<file path="src/rtl/jt12_div_prog.sv">
// Programmable multi-channel clock-enable divider.
// Each channel divides its source by div_a+1; new ratios take effect on the channel's wrap edge.
module jt12_div_prog #(
    parameter int unsigned NCH     = 4,
    parameter int unsigned DW      = 5,
    parameter int unsigned CASCADE = 0,
    parameter int unsigned DIV_RST = 5
) (
    input  logic           clk,
    input  logic           rst,
    input  logic           cen,
    input  logic           cfg_we,
    input  logic [2:0]     cfg_ch,
    input  logic [DW-1:0]  cfg_div,
    input  logic           cfg_ena,
    input  logic           sync,
    output logic           cfg_ack,
    output logic           cfg_err,
    output logic [NCH-1:0] cfg_pend,
    output logic [NCH-1:0] cen_out
);

    localparam logic [3:0] NchW = 4'(NCH);

    logic [DW-1:0]  cnt_q   [NCH];
    logic [DW-1:0]  div_a_q [NCH];
    logic [DW-1:0]  div_p_q [NCH];
    logic [DW-1:0]  div_n   [NCH];
    logic [NCH-1:0] ena_a_q, ena_p_q, ena_n, pend_q, cen_out_q;
    logic [NCH-1:0] src, tick, wrap, wr, act;
    logic           ack_q, err_q, prev;

    always_comb begin
        src   = '0;
        tick  = '0;
        wrap  = '0;
        wr    = '0;
        act   = '0;
        ena_n = '0;
        prev  = cen;
        for (int k = 0; k < NCH; k++) begin
            div_n[k] = div_p_q[k];
            // In cascade mode each channel is clocked by its upstream neighbour's tick
            src[k]   = (CASCADE != 0) ? prev : cen;
            tick[k]  = src[k] & ena_a_q[k] & (cnt_q[k] == '0);
            wrap[k]  = src[k] & ena_a_q[k] & (cnt_q[k] == div_a_q[k]);
            wr[k]    = cfg_we & (cfg_ch == 3'(k));
            act[k]   = sync | wrap[k] | ~ena_a_q[k];
            ena_n[k] = ena_p_q[k];
            if (wr[k]) begin
                div_n[k] = cfg_div;
                ena_n[k] = cfg_ena;
            end
            prev = tick[k];
        end
    end

    always_ff @(posedge clk) begin
        if (rst) begin
            ack_q     <= 1'b0;
            err_q     <= 1'b0;
            cen_out_q <= '0;
            ena_a_q   <= '1;
            ena_p_q   <= '1;
            pend_q    <= '0;
            for (int k = 0; k < NCH; k++) begin
                cnt_q[k]   <= '0;
                div_a_q[k] <= DW'(DIV_RST);
                div_p_q[k] <= DW'(DIV_RST);
            end
        end else begin
            ack_q     <= cfg_we;
            err_q     <= cfg_we & ({1'b0, cfg_ch} >= NchW);
            cen_out_q <= tick;
            for (int k = 0; k < NCH; k++) begin
                if (sync || wrap[k]) begin
                    cnt_q[k] <= '0;
                end else if (src[k] && ena_a_q[k]) begin
                    cnt_q[k] <= cnt_q[k] + 1'b1;
                end
                // A write landing on an activation edge bypasses the pending stage
                if (act[k]) begin
                    div_a_q[k] <= div_n[k];
                    div_p_q[k] <= div_n[k];
                    ena_a_q[k] <= ena_n[k];
                    ena_p_q[k] <= ena_n[k];
                    pend_q[k]  <= 1'b0;
                end else if (wr[k]) begin
                    div_p_q[k] <= cfg_div;
                    ena_p_q[k] <= cfg_ena;
                    pend_q[k]  <= 1'b1;
                end
            end
        end
    end

    assign cfg_ack  = ack_q;
    assign cfg_err  = err_q;
    assign cfg_pend = pend_q;
    assign cen_out  = cen_out_q;

endmodule

</file>
<file path="config.mk">
export PLATFORM = sky130hd
export DESIGN_NAME = jt12_div_prog
export DESIGN_NICKNAME = d
export VERILOG_FILES = /design/src/rtl/jt12_div_prog.sv
export SDC_FILE = /design/constraint.sdc
export NUM_CORES = 1
export LEC_CHECK = 0
export BUFFER_PORTS_ARGS = -buffer_cell sky130_fd_sc_hd__buf_2
export CORE_AREA = 2 2 98 100
export DETAILED_ROUTE_END_ITERATION = 12
export DIE_AREA = 0 0 100 102
export PLACE_DENSITY = 0.7
export SYNTH_ARGS = -nofsm -noshare
export SYNTH_HDL_FRONTEND = slang
export SYNTH_SLANG_ARGS = --single-unit
</file>
<file path="constraint.sdc">
create_clock -name clk -period 2.6 [get_ports clk]
set_clock_uncertainty 0.15 [all_clocks]
set_input_delay 0.78 -clock clk [delete_from_list [all_inputs] [get_ports clk]]
set_output_delay 0.78 -clock clk [all_outputs]
set_load 0.01 [all_outputs]
</file>
==> results of run 1 <==
==> kinds of logic (layout without fill, tap and decap cells) <==
| family | count (synthesis) | count (layout) | synth area share (%) |
|---|---|---|---|
| flip-flops | 78 | 78 | 54.1 |
| AO/OA/AOI/OAI | 47 | 47 | 7.52 |
| AND/OR/NAND/NOR | 170 | 170 | 23.5 |
| multiplexers | 12 | 12 | 3.01 |
| XOR/XNOR | 32 | 32 | 7.02 |
| buffers and inverters | 24 | 67 | 2.35 |
| adder cells (fa/ha/maj) | 8 | 8 | 2.51 |
==> stage by stage <==
| step | utilization (%) | setup WS (ns) | total power, mW |
|---|---|---|---|
| floorplan | - | 0.168 | 1.65 |
| global placement | 47.5 | 0.166 | 1.74 |
| detailed placement | 47.5 | 0.121 | 1.75 |
| CTS | 49.7 | 0.352 | 2.66 |
| global route | 49.7 | 0.216 | 2.75 |
| finish | 49.7 | 0.329 | 2.65 |
==> layout make-up <==
| class | instances | area share [%] |
|---|---|---|
| clock buffers | 10 | 3.04 |
| flip-flops and latches | 78 | 47.7 |
| well taps | 111 | 3.07 |
| multi-input cells | 269 | 38.5 |
| repair buffers | 40 | 5.36 |
| clock inverters | 6 | 1.35 |
| inverters | 11 | 0.912 |
==> flip-flops by register name, indices dropped and copies added (netlist names) <==
signal / count
cnt_q: 20
div_a_q: 20
div_p_q: 20
cen_out: 4
cfg_pend: 4
ena_a_q: 4
ena_p_q: 4
cfg_ack: 1
cfg_err: 1
==> per-layer routing <==
metal  global-route usage, %  vias up
li1                        -     1444
met1                    25.2     1424
met2                    30.3      111
met3                    2.53       21
met4                    8.32        0
met5                       0        -
==> final timing paths <==
kind,endpoint,depth (start not counted),slack [ns],from
min reg2reg,ena_p_q[3],2,0.32,ena_p_q[3]
max reg2reg,div_a_q[3][0],4,0.33,cnt_q[3][2]
max,div_a_q[3][0],4,0.33,cnt_q[3][2]
min,ena_p_q[3],2,0.32,ena_p_q[3]
==> Yosys cell counts, drive strengths merged <==
library cell | count | area (sq um)
a21bo | 1 | 10.0
a21boi | 4 | 30.0
a21o | 3 | 22.5
a21oi | 19 | 98.9
a31o | 1 | 8.76
a31oi | 4 | 25.0
and2 | 5 | 31.3
and3 | 10 | 62.6
and4b | 1 | 10.0
and4bb | 1 | 12.5
buf | 3 | 15.0
clkbuf | 10 | 37.5
dfxtp | 18 | 360
edfxtp | 60 | 1800
ha | 8 | 100
inv | 11 | 41.3
mux2i | 12 | 120
nand2 | 24 | 90.1
nand2b | 10 | 62.6
nand3 | 23 | 115
nand4 | 12 | 75.1
nand4b | 1 | 8.76
nand4bb | 2 | 22.5
nor2 | 28 | 105
nor2b | 4 | 25.0
nor3 | 30 | 150
nor4 | 8 | 86.3
nor4b | 1 | 8.76
nor4bb | 1 | 10.0
o2111a | 1 | 11.3
o211ai | 3 | 27.5
o21ai | 11 | 66.3
or2 | 3 | 18.8
or3 | 5 | 31.3
or4 | 1 | 11.3
xnor2 | 6 | 52.6
xor2 | 26 | 228
==> worst reg2reg max path, delay by kind of cell, from the launching register on <==
| family | cells | cell delay, ns |
|---|---|---|
| simple gates | 2 | 0.94 |
| compound gates | 1 | 0.20 |
| xor+xnor | 1 | 0.23 |
| flops | 1 | 0.50 |
==> power breakdown <==
part | internal, mW | switching (mW)
Sequential | 1.40 | 0.0459
Clock | 0.465 | 0.463
Combinational | 0.105 | 0.173
Total | 1.97 | 0.682
==> results.sh, run 1 <==
export IMPL_outcome="completed"
export IMPL_synth_fp_nets=393
export IMPL_drv_cap=0
export IMPL_finalHoldViolCount=0
export IMPL_dr_wl_met2_um=4130
export IMPL_critical_path_buf_inv_count=0
export IMPL_cts_tree="done"
export IMPL_clock_sinks=78
export IMPL_netlist_area_sq_um=3990
export IMPL_rows=35
export IMPL_final_common_cell="edfxtp_1"
export IMPL_drv_slew=0
export IMPL_grt_usage_pct=18.7
export IMPL_wirelength_met1_um=3760
export IMPL_crit_family="simple AND/OR/NAND/NOR gates"
export IMPL_dieArea_sq_um=10200
export IMPL_final_cell_mix="60 x edfxtp_1, 30 x nor3_1, 28 x nor2_1"
export IMPL_grt_pass1_vias=2974
export IMPL_final_area_sq_um=4530
export IMPL_ctsResizeCount=0
export IMPL_syn_inst=371
export IMPL_grt_start_max_net_pins=17
export IMPL_hold_buffers=0
export IMPL_p_leak_nw=1.74
export IMPL_clk_latency_ns=0.36
export IMPL_period_minus_slack_ns=2.27
export IMPL_post_dp_hpwl_um=6140
export IMPL_tightest_slew_ns=0.550
export IMPL_fin_cells=525
export IMPL_maxSlewHeadroom_pct=63.1
export IMPL_pin_count=24
export IMPL_wl_met3_um=518
export IMPL_synthDistinctLibCells=45
export IMPL_min_period_over_period_pct=87.4
export IMPL_regArea_sq_um=2160
export IMPL_overflow=0
export IMPL_avgSynthCellArea_sq_um=10.8
export IMPL_clockBufferDepth=2
export IMPL_drt_antenna_violating_nets=0
export IMPL_avgViaCountPerCell=5.71
export IMPL_multiInputGateArea_sq_um=1740
export IMPL_numCtsBuffers=9
export IMPL_n_fill_cell=827
export IMPL_finalWirelength_um=8620
export IMPL_fmax_mhz=440
export IMPL_post_cts_buffers=0
export IMPL_worstPathCellList="xor2_1, nor4_4, a21oi_2, or3_1"
export IMPL_wl_per_cell_um=16.4
export IMPL_top_layer_used="met4"
export IMPL_dpl_instance_area_sq_um=4330
export IMPL_ys_seq_elements=78
export IMPL_hold_path_class="reg2reg"
export IMPL_crit_path_start_kind="flop"
export IMPL_finalSetupTns_ns=0
export IMPL_grt_pass1_wl_um=14800
export IMPL_diodes=0
export IMPL_routabilityCongestion=0.851
export IMPL_root_buffer="clkbuf_8"
export IMPL_area_growth_syn_to_layout_pct=13.4
export IMPL_critPathKind="reg2reg"
export IMPL_layout_drive_gt1_share_pct=16.4
export IMPL_setup_violations=0
export IMPL_required_ns=2.55
export IMPL_vias=3000
export IMPL_antenna_found_initial=0
export IMPL_drtIter0Drc=232
export IMPL_clkSlewWorstSetupHoldPaths_ns=0.08
export IMPL_firstDrtPassIters=5
export IMPL_die_w_um=100
export IMPL_cpPeakStageDelay_ns=0.54
export IMPL_hold_ws_ns=0.324
export IMPL_synth_warnings=0
export IMPL_rsz0062_at_grt="no"
export IMPL_max_vdd_ir_drop_mv=0.369
export IMPL_port_buffers=23
export IMPL_place_inst=509
export IMPL_core_sq_um=9110
export IMPL_start_util_pct=43.8
export IMPL_drc=0
export IMPL_h_tree_depth=3
export IMPL_worst_path_max_delay_cell="nor4_4"
export IMPL_cellPowerDensity_nw_per_um2=586
export IMPL_crit_arrival_ns=2.22
export IMPL_synth_seq_area_share_pct=54.1
export IMPL_fin_nets=431
export IMPL_cp_max_fo=8
export IMPL_end_kind="flop"
export IMPL_die_h_um=102
No activity file was read; power rests on OpenSTA's default activity.
==> run 2, diff against run 1 <==
==> constraint.sdc (replaced) <==
create_clock -name clk -period 2.1 [get_ports clk]
set_clock_uncertainty 0.15 [all_clocks]
set_input_delay 0.63 -clock clk [delete_from_list [all_inputs] [get_ports clk]]
set_output_delay 0.63 -clock clk [all_outputs]
set_load 0.01 [all_outputs]
==> run 2 against run 1 <==
  * Fmax is 11% higher
  * Global-route usage is 0.32 points lower
  * Critical endpoint is now div_a_q[1][2]
  * Sequential share of layout area is 2.9 points lower
  * Non-clock buffer count is 36 higher
  * Register-to-register slack worse by 0.28 ns
  * Cell area is 6.5% higher
  * Cell count is 6.9% higher
  * Critical path depth stayed put
  * Worst hold slack worse by 0.0019 ns
  * Utilization is 3.3 points higher
==> results.sh, run 2 (synthesis results as in run 1) <==
export IMPL_outcome="completed"
export IMPL_pin_count=24
export IMPL_cellPowerDensity_nw_per_um2=684
export IMPL_wl_per_cell_um=15.5
export IMPL_met3_usage_pct=2.26
export IMPL_overflow=0
export IMPL_dieArea_sq_um=10200
export IMPL_h_tree_depth=3
export IMPL_maxSlewHeadroom_pct=65.7
export IMPL_drv_cap=0
export IMPL_tightest_slew_ns=0.514
export IMPL_use_met2_pct=28.6
export IMPL_grt_start_max_net_pins=24
export IMPL_clock_sinks=78
export IMPL_avgViaCountPerCell=5.41
export IMPL_top_regs="cnt_q x20, div_a_q x20, div_p_q x20"
export IMPL_clk_latency_ns=0.35
export IMPL_crit_path_start_kind="flop"
export IMPL_root_buffer="clkbuf_8"
export IMPL_clockBufferDepth=2
export IMPL_start_util_pct=43.8
export IMPL_fin_nets=467
export IMPL_max_vdd_ir_drop_mv=0.383
export IMPL_routabilityCongestion=0.854
export IMPL_area_growth_syn_to_layout_pct=20.8
export IMPL_cp_max_fo=7
export IMPL_critPathKind="reg2reg"
export IMPL_grt_pass1_vias=3000
export IMPL_die_h_um=102
export IMPL_rsz0062_at_grt="yes"
export IMPL_period_minus_slack_ns=2.05
export IMPL_hold_buffers=0
export IMPL_grt_busiest_layer="met2"
export IMPL_antenna_found_initial=0
export IMPL_grt_pass1_wl_um=14400
export IMPL_rows=35
export IMPL_post_dp_hpwl_um=6390
export IMPL_crit_arrival_ns=1.97
export IMPL_dpl_instance_area_sq_um=4590
export IMPL_clkSlewWorstSetupHoldPaths_ns=0.08
export IMPL_end_kind="flop"
export IMPL_firstDrtPassIters=4
export IMPL_drc=0
export IMPL_fmax_mhz=488
export IMPL_p_leak_nw=1.94
export IMPL_numCtsBuffers=9
export IMPL_min_period_over_period_pct=97.6
export IMPL_grt_usage_pct=18.3
export IMPL_core_sq_um=9110
export IMPL_drt_antenna_violating_nets=0
export IMPL_final_common_cell="edfxtp_1"
export IMPL_final_cell_mix="60 x edfxtp_1, 52 x buf_4, 30 x nor3_1"
export IMPL_port_buffers=23
export IMPL_die_w_um=100
export IMPL_cts_tree="done"
export IMPL_drv_slew=0
export IMPL_finish_utilization_pct=53.0
export IMPL_final_area_sq_um=4820
export IMPL_finalWirelength_um=8670
export IMPL_total_power_mw=3.30
export IMPL_grt_util_met1_pct=25.8
export IMPL_drtIter0Drc=155
export IMPL_vias=3036
export IMPL_diodes=0
export IMPL_setup_violations=0
export IMPL_required_ns=2.02
export IMPL_hold_path_class="reg2reg"
export IMPL_layout_drive_gt1_share_pct=23.3
export IMPL_finalHoldViolCount=0
[run 2: repair_timing]
action                     in CTS  in global routing
setup endpoints to repair       0                 16
resized for setup               0                  1
buffers inserted                0                  5
[run 2: worst paths after layout]
kind / from / endpoint / slack (ns) / depth (start not counted)
max: cnt_q[1][2] / div_a_q[1][2] / 0.05 / 4
max reg2reg: cnt_q[1][2] / div_a_q[1][2] / 0.05 / 4
min: ena_a_q[0] / cen_out[0] / 0.32 / 2
min reg2reg: ena_a_q[0] / cen_out[0] / 0.32 / 2
[run 2: metrics by stage]
stage,std cells,setup TNS (ns),hold slack (ns),worst slack [ns]
after floorplan,371,-0.0662,0.278,-0.0132
after global placement,540,-0.576,0.292,-0.0675
after detailed placement,540,-1.33,0.309,-0.0765
after CTS,556,0,0.328,0.0505
after global routing,561,-0.0362,0.351,-0.0217
final,561,0,0.322,0.0513
[run 2: critical path, stage by stage, from the launching register on]
cell and delay, ns:
edfxtp_1 0.42, xor2_1 0.20, or4_4 0.59, o21ai_4 0.25
nand4_1 0.17
[run 2: power by group]
group / switching (mW) / internal [mW]
Sequential: 0.0519 / 1.74
Clock: 0.530 / 0.579
Combinational: 0.231 / 0.171
Total: 0.812 / 2.49
[run 2: cell type report]
class / count / area (sq um)
fill: 805 / 4280
sequential: 78 / 2160
multi-input combinational: 269 / 1760
timing repair buffer: 76 / 526
clock buffer: 12 / 145
tap: 111 / 139
clock inverter: 4 / 47.5
inverter: 11 / 41.3
[run 2: routing by layer]
metal  vias to the layer above  wire length (um)  share of wire (%)
li1                       1510                 -                  -
met1                      1438              4220                 49
met2                        73              3910                 45
met3                        15               358                4.1
met4                         0               176                2.0
met5                         -                 0                  0
==> run 3, diff against run 2 <==
--- a/config.mk
+++ b/config.mk
@@ -5,10 +5,12 @@
 export SDC_FILE = /design/constraint.sdc
 export NUM_CORES = 1
 export LEC_CHECK = 0
+export ABC_AREA = 1
 export BUFFER_PORTS_ARGS = -buffer_cell sky130_fd_sc_hd__buf_2
-export CORE_AREA = 2 2 98 100
+export CAP_MARGIN = 20
+export CORE_AREA = 2 2 95 97
 export DETAILED_ROUTE_END_ITERATION = 12
-export DIE_AREA = 0 0 100 102
+export DIE_AREA = 0 0 97 99
 export PLACE_DENSITY = 0.7
 export SYNTH_ARGS = -nofsm -noshare
 export SYNTH_HDL_FRONTEND = slang
==> run 3 against run 2 <==
  * Sequential power about the same
  * Non-clock buffer count decreased by 39
  * Clock-buffer cell count decreased by 2
  * Synthesized cell count increased by 13%
  * Wire length decreased by 15%
  * Total power increased by 8.5%
  * Worst setup slack improved by 0.16 ns
  * Area after synthesis decreased by 5.2%
  * Register-to-register slack improved by 0.16 ns
  * Die area decreased by 5.9%
==> results.sh, run 3 <==
export IMPL_synth_fp_nets=440
export IMPL_top_regs="cnt_q x20, div_a_q x20, div_p_q x20"
export IMPL_wl_per_cell_um=12.8
export IMPL_clock_sinks=78
export IMPL_tightest_slew_ns=0.323
export IMPL_grt_usage_pct=16.7
export IMPL_root_buffer="clkbuf_8"
export IMPL_synth_top_cells_by_area="edfxtp_1 48%, nand2_1 10%, dfxtp_1 9.5%, nor2_1 6.5%, inv_1 5.2%"
export IMPL_avgSynthCellArea_sq_um=9.06
export IMPL_dieArea_sq_um=9600
export IMPL_pre_cts_ws_ns=-0.0158
export IMPL_final_common_cell="nand2_1"
export IMPL_netlist_area_sq_um=3790
export IMPL_dpl_instance_area_sq_um=4140
export IMPL_cellPowerDensity_nw_per_um2=813
export IMPL_finalHoldViolCount=0
export IMPL_clk_latency_ns=0.35
export IMPL_h_tree_depth=3
export IMPL_clockBufferDepth=2
export IMPL_fin_nets=482
export IMPL_hold_start="cfg_pend[3]"
export IMPL_required_ns=1.99
export IMPL_drc=0
export IMPL_avgViaCountPerCell=4.86
export IMPL_yosysMostFrequentCell="nand2_1"
export IMPL_setup_slack_ns=0.214
export IMPL_drtIter0Drc=133
export IMPL_r2r_start="cnt_q[1][4]"
export IMPL_diodes=0
export IMPL_timing_rr_end="div_p_q[1][3]"
export IMPL_cp_max_fo=5
export IMPL_syn_inst=418
export IMPL_firstDrtPassIters=4
export IMPL_worstHoldPathCells=2
export IMPL_rsz0062_at_grt="no"
export IMPL_overflow=0
export IMPL_outcome="completed"
export IMPL_critPathKind="reg2reg"
export IMPL_grt_start_max_net_pins=35
export IMPL_n_fill_cell=773
export IMPL_hold_ws_ns=0.337
export IMPL_hold_path_class="reg2reg"
export IMPL_crit_arrival_ns=1.78
export IMPL_drv_slew=0
export IMPL_r2r_slack_ns=0.21
export IMPL_ys_seq_elements=78
export IMPL_start_util_pct=44.3
export IMPL_async_reset_ff_share_pct=0
export IMPL_core_sq_um=8550
export IMPL_drv_cap=0
export IMPL_end_kind="flop"
export IMPL_worst_path_max_delay_cell="edfxtp_1"
export IMPL_crit_path_start_kind="flop"
export IMPL_finalWirelength_um=7350
export IMPL_fmax_mhz=530
export IMPL_grt_pass1_wl_um=12600
export IMPL_ctsResizeCount=0
export IMPL_rows=34
export IMPL_min_period_over_period_pct=89.8
export IMPL_setup_violations=0
export IMPL_maxSlewHeadroom_pct=78.3
export IMPL_cts_tree="done"
export IMPL_crit_top_cell="nand2_1"
export IMPL_final_cell_mix="102 x nand2_1, 66 x nor2_1, 60 x edfxtp_1"
export IMPL_layout_drive_gt1_share_pct=14.4
export IMPL_vias=2787
export IMPL_synth_commonest_cells="102 x nand2_1, 66 x nor2_1, 60 x edfxtp_1"
export IMPL_die_h_um=99
export IMPL_hold_buffers=0
export IMPL_post_dp_hpwl_um=5560
export IMPL_p_leak_nw=1.97
export IMPL_reg2reg_depth=6
export IMPL_grt_pass1_vias=2761
export IMPL_cpPeakStageDelay_ns=0.45
export IMPL_hold_end="cfg_pend[3]"
export IMPL_numCtsBuffers=9
export IMPL_final_area_sq_um=4400
export IMPL_max_vdd_ir_drop_mv=0.391
export IMPL_synth_top_area_share_pct=47.6
export IMPL_antenna_found_initial=0
export IMPL_synthDistinctLibCells=26
export IMPL_synth_edf_count=60
export IMPL_drt_antenna_violating_nets=0
export IMPL_synth_warnings=0
export IMPL_ys_flop_type="edfxtp_1"
export IMPL_worstPathCellList="or2_2, a21oi_1, nand3_1, nand4_1, nand2_1, nand2_1"
export IMPL_area_growth_syn_to_layout_pct=16.3
export IMPL_synth_seq_area_share_pct=57.1
export IMPL_routabilityCongestion=0.791
export IMPL_pin_count=24
export IMPL_period_minus_slack_ns=1.89
export IMPL_total_power_mw=3.58
export IMPL_die_w_um=97
export IMPL_finalSetupTns_ns=0
export IMPL_port_buffers=23
export IMPL_clkSlewWorstSetupHoldPaths_ns=0.09
export IMPL_post_cts_buffers=0
export IMPL_synth_area_leader_cell="edfxtp_1"
[run 3: changes by cell type after synthesis, sizes merged, moves of 6 or more]
cell and delta:
mux2i -6, xor2 -18, nand2b -10, nor2 +39, inv +43, nand2 +80
a21oi -18, nand3 +16, nor3 -26, o21ai +7, and3 -10, clkbuf -6
[run 3: critical path: cells and delay by family, from the launching register on]
kind            cells  cell delay (ns)
compound gates      1             0.15
flops               1             0.45
simple gates        5             0.82
[run 3: power by group]
group / internal, mW / switching (mW)
clock: 0.911 / 0.564
combinational: 0.119 / 0.200
sequential: 1.74 / 0.0464
[run 3: worst max path at each step]
| stage | startpoint | to | cells after the start |
|---|---|---|---|
| final | cnt_q[1][4] | div_p_q[1][3] | 6 |
| after global routing | cnt_q[1][4] | div_p_q[1][2] | 6 |
| after CTS | cnt_q[1][4] | div_p_q[1][1] | 6 |
| after detailed placement | cen | div_p_q[2][0] | 7 |
| after global placement | cen | div_p_q[2][0] | 7 |
| after floorplan | rst | div_p_q[0][0] | 5 |
[run 3: routing by layer]
layer  GRT usage [%]  wire length, um
met1            19.7             3150
met2            29.1             3740
met3            3.26              264
met4            8.56              201
met5               0                0
[run 3: cells by family (layout without fill, tap and decap cells)]
kind of cell	after synthesis	in the layout	synth area share, %
DFF	78	78	57.1
buffers and inverters	63	110	6.31
and+or+nand+nor	228	228	26.1
AOI/OAI and AO/OA	19	19	2.51
xor gates and xnor gates	16	16	3.70
adders and majority gates	8	8	2.64
muxes	6	6	1.59
[run 3: metrics by stage]
step                      util [%]  instances
after floorplan                  -        418
after global placement        48.4        557
after detailed placement      48.4        557
after CTS                     51.5        573
after global routing          51.5        573
final                         51.5        573
[run 3: final cells by class]
type                            count  area, sq um  area share (%)
Sequential cell                    78         2160            49.1
Inverter                           57          214            4.86
Clock buffer                       10          128            2.90
Timing Repair Buffer               37          245            5.57
Clock inverter                      6          134            3.04
Tap cell                          108          135            3.07
Multi-Input combinational cell    277         1390            31.5
